## config.mk

```make
export PLATFORM = sky130hd
export DESIGN_NAME = riscv_bpred
export DESIGN_NICKNAME = d
export VERILOG_FILES = /design/src/rtl/riscv_bpred.sv
export SDC_FILE = /design/constraint.sdc
export NUM_CORES = 2
export LEC_CHECK = 0
export CAP_MARGIN = 0
export CORE_UTILIZATION = 55
export CTS_CLUSTER_DIAMETER = 120
export DETAILED_ROUTE_END_ITERATION = 16
export HOLD_SLACK_MARGIN = 0.02
export PLACE_DENSITY = 0.74
export SETUP_SLACK_MARGIN = 0.4
export SKIP_LAST_GASP = 1
export SLEW_MARGIN = 15
export SYNTH_ARGS = -nofsm -noshare
export SYNTH_HDL_FRONTEND = slang
export SYNTH_SLANG_ARGS = --single-unit
```

## constraint.sdc

```tcl
create_clock -name clk -period 8.75 [get_ports clk]
set_input_delay 1.3125 -clock clk [delete_from_list [all_inputs] [get_ports clk]]
set_output_delay 1.3125 -clock clk [all_outputs]
set_load 0.005 [all_outputs]
```

## src/rtl/riscv_bpred.sv

```systemverilog
// riscv_bpred: direct-mapped BTB with per-entry saturating counters.
// Fetch-side lookup and Execute-side resolution are both combinational;
// training happens on the rising edge of clk while e_valid is high.
// Optional statistics counters are built when RISCV_BPRED_STATS_EN is defined;
// otherwise stat_branches/stat_mispred are tied to zero.
module riscv_bpred #(
  parameter int ENTRIES = 16,
  parameter int CNT_W   = 2,
  parameter int XLEN    = 32
) (
  input  logic            clk,
  input  logic            rst,
  input  logic [XLEN-1:0] f_pc,
  output logic            pred_taken,
  output logic [XLEN-1:0] pred_target,
  input  logic            e_valid,
  input  logic            e_is_jump,
  input  logic [XLEN-1:0] e_pc,
  input  logic            e_taken,
  input  logic [XLEN-1:0] e_target,
  input  logic            e_pred_taken,
  input  logic [XLEN-1:0] e_pred_target,
  output logic            mispredict,
  output logic [XLEN-1:0] redirect_pc,
  output logic [31:0]     stat_branches,
  output logic [31:0]     stat_mispred
);

  localparam int IDX_W = $clog2(ENTRIES);
  localparam int TAG_W = XLEN - IDX_W - 2;

  // Counter landmarks: saturation limit, weakly-taken (allocate), weakly-not-taken (reset)
  localparam logic [CNT_W-1:0] CNT_MAX = {CNT_W{1'b1}};
  localparam logic [CNT_W-1:0] CNT_WT  = CNT_W'(1) << (CNT_W - 1);
  localparam logic [CNT_W-1:0] CNT_WNT = CNT_WT - CNT_W'(1);

  logic             r_valid  [ENTRIES];
  logic [TAG_W-1:0] r_tag    [ENTRIES];
  logic [XLEN-1:0]  r_target [ENTRIES];
  logic             r_jump   [ENTRIES];
  logic [CNT_W-1:0] r_cnt    [ENTRIES];

  logic [IDX_W-1:0] w_f_idx;
  logic [TAG_W-1:0] w_f_tag;
  logic             w_f_hit;
  logic [IDX_W-1:0] w_e_idx;
  logic [TAG_W-1:0] w_e_tag;
  logic             w_e_hit;
  logic             w_unused;

  // PCs are word aligned, so the byte-offset bits of the fetch PC carry no information
  assign w_unused = ^f_pc[1:0];

  assign w_f_idx = f_pc[IDX_W+1:2];
  assign w_f_tag = f_pc[XLEN-1:IDX_W+2];
  assign w_e_idx = e_pc[IDX_W+1:2];
  assign w_e_tag = e_pc[XLEN-1:IDX_W+2];

  // Fetch lookup: predict taken on a tag hit whose entry is a jump or leans taken
  always_comb begin
    w_f_hit     = r_valid[w_f_idx] && (r_tag[w_f_idx] == w_f_tag);
    pred_taken  = 1'b0;
    pred_target = {XLEN{1'b0}};
    if (w_f_hit && (r_jump[w_f_idx] || r_cnt[w_f_idx][CNT_W-1])) begin
      pred_taken  = 1'b1;
      pred_target = r_target[w_f_idx];
    end else begin
      pred_taken  = 1'b0;
      pred_target = {XLEN{1'b0}};
    end
  end

  // Execute resolution: compare actual outcome with the carried prediction
  always_comb begin
    mispredict  = 1'b0;
    redirect_pc = {XLEN{1'b0}};
    if (e_valid) begin
      mispredict  = (e_pred_taken != e_taken) || (e_taken && (e_pred_target != e_target));
      redirect_pc = e_taken ? e_target : (e_pc + XLEN'(4));
    end else begin
      mispredict  = 1'b0;
      redirect_pc = {XLEN{1'b0}};
    end
  end

  assign w_e_hit = r_valid[w_e_idx] && (r_tag[w_e_idx] == w_e_tag);

  // BTB training: saturate counters on hits, allocate on taken misses
  always_ff @(posedge clk or negedge rst) begin
    if (!rst) begin
      for (int i = 0; i < ENTRIES; i++) begin
        r_valid[i]  <= 1'b0;
        r_tag[i]    <= {TAG_W{1'b0}};
        r_target[i] <= {XLEN{1'b0}};
        r_jump[i]   <= 1'b0;
        r_cnt[i]    <= CNT_WNT;
      end
    end else if (e_valid) begin
      if (w_e_hit) begin
        if (e_taken) begin
          if (r_cnt[w_e_idx] != CNT_MAX) begin
            r_cnt[w_e_idx] <= r_cnt[w_e_idx] + CNT_W'(1);
          end
          r_target[w_e_idx] <= e_target;
          r_jump[w_e_idx]   <= e_is_jump;
        end else if (r_cnt[w_e_idx] != {CNT_W{1'b0}}) begin
          r_cnt[w_e_idx] <= r_cnt[w_e_idx] - CNT_W'(1);
        end
      end else if (e_taken) begin
        r_valid[w_e_idx]  <= 1'b1;
        r_tag[w_e_idx]    <= w_e_tag;
        r_target[w_e_idx] <= e_target;
        r_jump[w_e_idx]   <= e_is_jump;
        r_cnt[w_e_idx]    <= CNT_WT;
      end
    end
  end

`ifdef RISCV_BPRED_STATS_EN
  logic [31:0] r_stat_br;
  logic [31:0] r_stat_mp;

  // Saturating event counters for resolved branches and mispredictions
  always_ff @(posedge clk or negedge rst) begin
    if (!rst) begin
      r_stat_br <= 32'h0000_0000;
      r_stat_mp <= 32'h0000_0000;
    end else begin
      if (e_valid && (r_stat_br != 32'hFFFF_FFFF)) begin
        r_stat_br <= r_stat_br + 32'h0000_0001;
      end
      if (mispredict && (r_stat_mp != 32'hFFFF_FFFF)) begin
        r_stat_mp <= r_stat_mp + 32'h0000_0001;
      end
    end
  end

  assign stat_branches = r_stat_br;
  assign stat_mispred  = r_stat_mp;
`else
  assign stat_branches = 32'h0000_0000;
  assign stat_mispred  = 32'h0000_0000;
`endif

endmodule

```

==> reports/metrics.cfg <==
[route]
drt_iter0_markers = 3264
viasPerCell = 6.45
drt-wirelength-per-cell_um = 29.3
drc = 0
wl_mm = 146
first_pass_iters = 7
vias = 32100
drtAntennaViolNets = 0

[yosys]
ys_warn_count = 0
synthTopCellsByCount = 976 x dfrtp_1, 904 x mux2_2, 371 x mux4_2
synth_async_sr_flop_share_pct = 100
ys_types = 61
synth_edf_count = 0
synth_area_leader_cell = dfrtp_1
netlist_area_mm2 = 0.0512
syn-instance-count = 3600
ys_seq_area_share_pct = 48.6
synthTopCellsByArea = dfrtp_1 48%, mux2_2 20%, mux4_2 16%, mux2i_1 2.2%, nand2_1 1.9%
synth-seq-cells = 992
syn_avg_cell_area_um2 = 14.2
synth_ff_type = dfrtp_1
yosysTopAreaCellShare_pct = 47.7
yosysMostFrequentCell = dfrtp_1

[floorplanning]
start_util_pct = 55.7
core_mm2 = 0.0919
die_h_um = 307
ioPinCount = 264
placementRows = 111
dieWidth_um = 307
dieArea_mm2 = 0.0943

[setup_path]
r2r_start = r_tag[97]
critical_path_class = input pin to output port
r2r-end = r_tag[147]
crit_path_start_kind = input pin
cp.arrival_ps = 5610
crit_path_end_kind = output port
worstPathMaxFanout = 24
crit_required_ps = 7440
reg2regPathDepth = 11
reg2reg_slack_ps = 4460

[sta]
grt_setup_unrepaired = no
slew-limit-headroom_pct = 19.9
setup_viol = 0
timing.fmax_ghz = 0.144
fin_skew_ps = 36.7
tightest_slew_ps = 1200
timing.final.crit_share_pct = 79.1
layout_min_cycle_time_ps = 6920
drv_slew = 0
hold_viol_final = 0
setup_tns_ps = 0

[global_route]
first_global_vias = 33000
use_met1_pct = 44.6
antenna_found_initial = 4
grtUsageMet3_pct = 6.20
grt_remaining_overflow = 0
grtUsageMet2_pct = 49.7
grt_max_degree = 180
grt-busiest-layer = met2
track_usage_pct = 31.7
grt_pass1_wl_mm = 220

[finish]
area_growth_pct = 12.3
drive_above_1_share_pct = 43.6
nNetsFinal = 3781
n_fill_cell = 6903

[placement]
routabilityCongestion = 0.888
io_buffers = 197
dpl.hpwl_mm = 86.3

[clocking]
cts-buffers-inserted = 104
ctsHoldBuffers = 0
cts_setup_buffers = 0
clkTransAtPathRegs_ps = 60
cts_buffer_depth = 3
cts_tree = yes
cts_sinks = 992
cts_root_buffer = clkbuf_16
htree_levels = 3
cts_resized = 0
worstSkewPairLatency_ps = 690

[run]
cap_violations = 0

[power]
p_leak_nw = 24.9
power_density_mw_per_mm2 = 227
power.total_w = 0.0131
peakVddDrop_mv = 0.187

[min_path]
whs_endpoint = r_target[8]
hold_path_class = flop to flop
hp-start = r_target[8]
hold_path_depth = 2

[status]
outcome = completed

critical path: stages:
cell	delay, ps
clkdlybuf4s50_1	1130
and3_1	370
and3_1	270
nand4_1	220
or2_2	460
nor3_1	420
xnor2_1	210
o21ai_0	470
and2_1	200
clkdlybuf4s50_1	510
layout make-up:
class                   count  area [um2]  share of cell area, %
diodes                      2        5.00                0.00871
multi-input cells        2248       24800                   43.1
flip-flops and latches    992       24800                   43.2
clock buffers             156        3170                   5.51
well taps                1243        1560                   2.71
clock inverters            36         380                  0.662
inverters                  11        41.3                 0.0718
repair buffers            284        2720                   4.74
how the worst max path moves through the flow:
| stage | depth (start not counted) | startpoint | slack (ps) | to |
|---|---|---|---|---|
| final | 10 | e_pc[9] | 1830 | redirect_pc[31] |
| after global routing | 13 | f_pc[2] | 1660 | pred_target[8] |
| after CTS | 13 | f_pc[2] | 1880 | pred_target[8] |
| after detailed placement | 13 | f_pc[2] | 1900 | pred_target[8] |
| after global placement | 13 | f_pc[2] | 2010 | pred_target[17] |
| after floorplan | 10 | f_pc[2] | 3140 | pred_target[10] |
cell families (layout without fill, tap and decap cells):
family | after synthesis | after routing | share of synthesized area [%]
multiplexers | 1391 | 1391 | 38.5
other | 1 | 66 | 0.00733
AND/OR/NAND/NOR | 514 | 514 | 4.85
flip-flops | 992 | 992 | 48.6
adder cells (fa/ha/maj) | 6 | 6 | 0.147
AO/OA/AOI/OAI | 149 | 149 | 1.93
buffers and inverters | 423 | 487 | 3.89
XOR/XNOR | 124 | 124 | 2.12
where the power goes:
part | switching (W) | internal [W]
logic | 0.00101 | 0.00149
registers | 0.000549 | 0.00547
clock network | 0.00189 | 0.00267
flip-flops by register name (all words and copies together), names as in the netlist:
name      flops
r_cnt        32
r_valid      16
r_jump       16
r_target    512
r_tag       416
placed cells by master, fill, tap and decap left out, drive strengths merged, types with 63 or more instances in the layout:
cell / n
buf: 98
clkbuf: 156
clkdlybuf4s50: 186
conb: 64
dfrtp: 976
mux2: 909
mux2i: 111
mux4: 371
nand2: 265
xnor2: 63
per-stage QoR:
step                hold slack [ps]  cells  worst slack, ps  util (%)  area (um2)
finish                          475   4972             1830      62.5       57500
global route                    495   4972             1660      62.5       57500
CTS                             478   4970             1880      62.5       57500
detailed placement              462   4778             1900      58.6       53900
global placement                457   4778             2010      58.6       53900
floorplan                       441   3663             3140         -       51400
metal layers:
layer | vias to the layer above | share of wire (%)
met5 | - | 0
li1 | 13200 | -
met1 | 17300 | 41
met4 | 0 | 3.4
met2 | 1332 | 48
met3 | 291 | 7.8
Power figures use the tool's default switching activity.
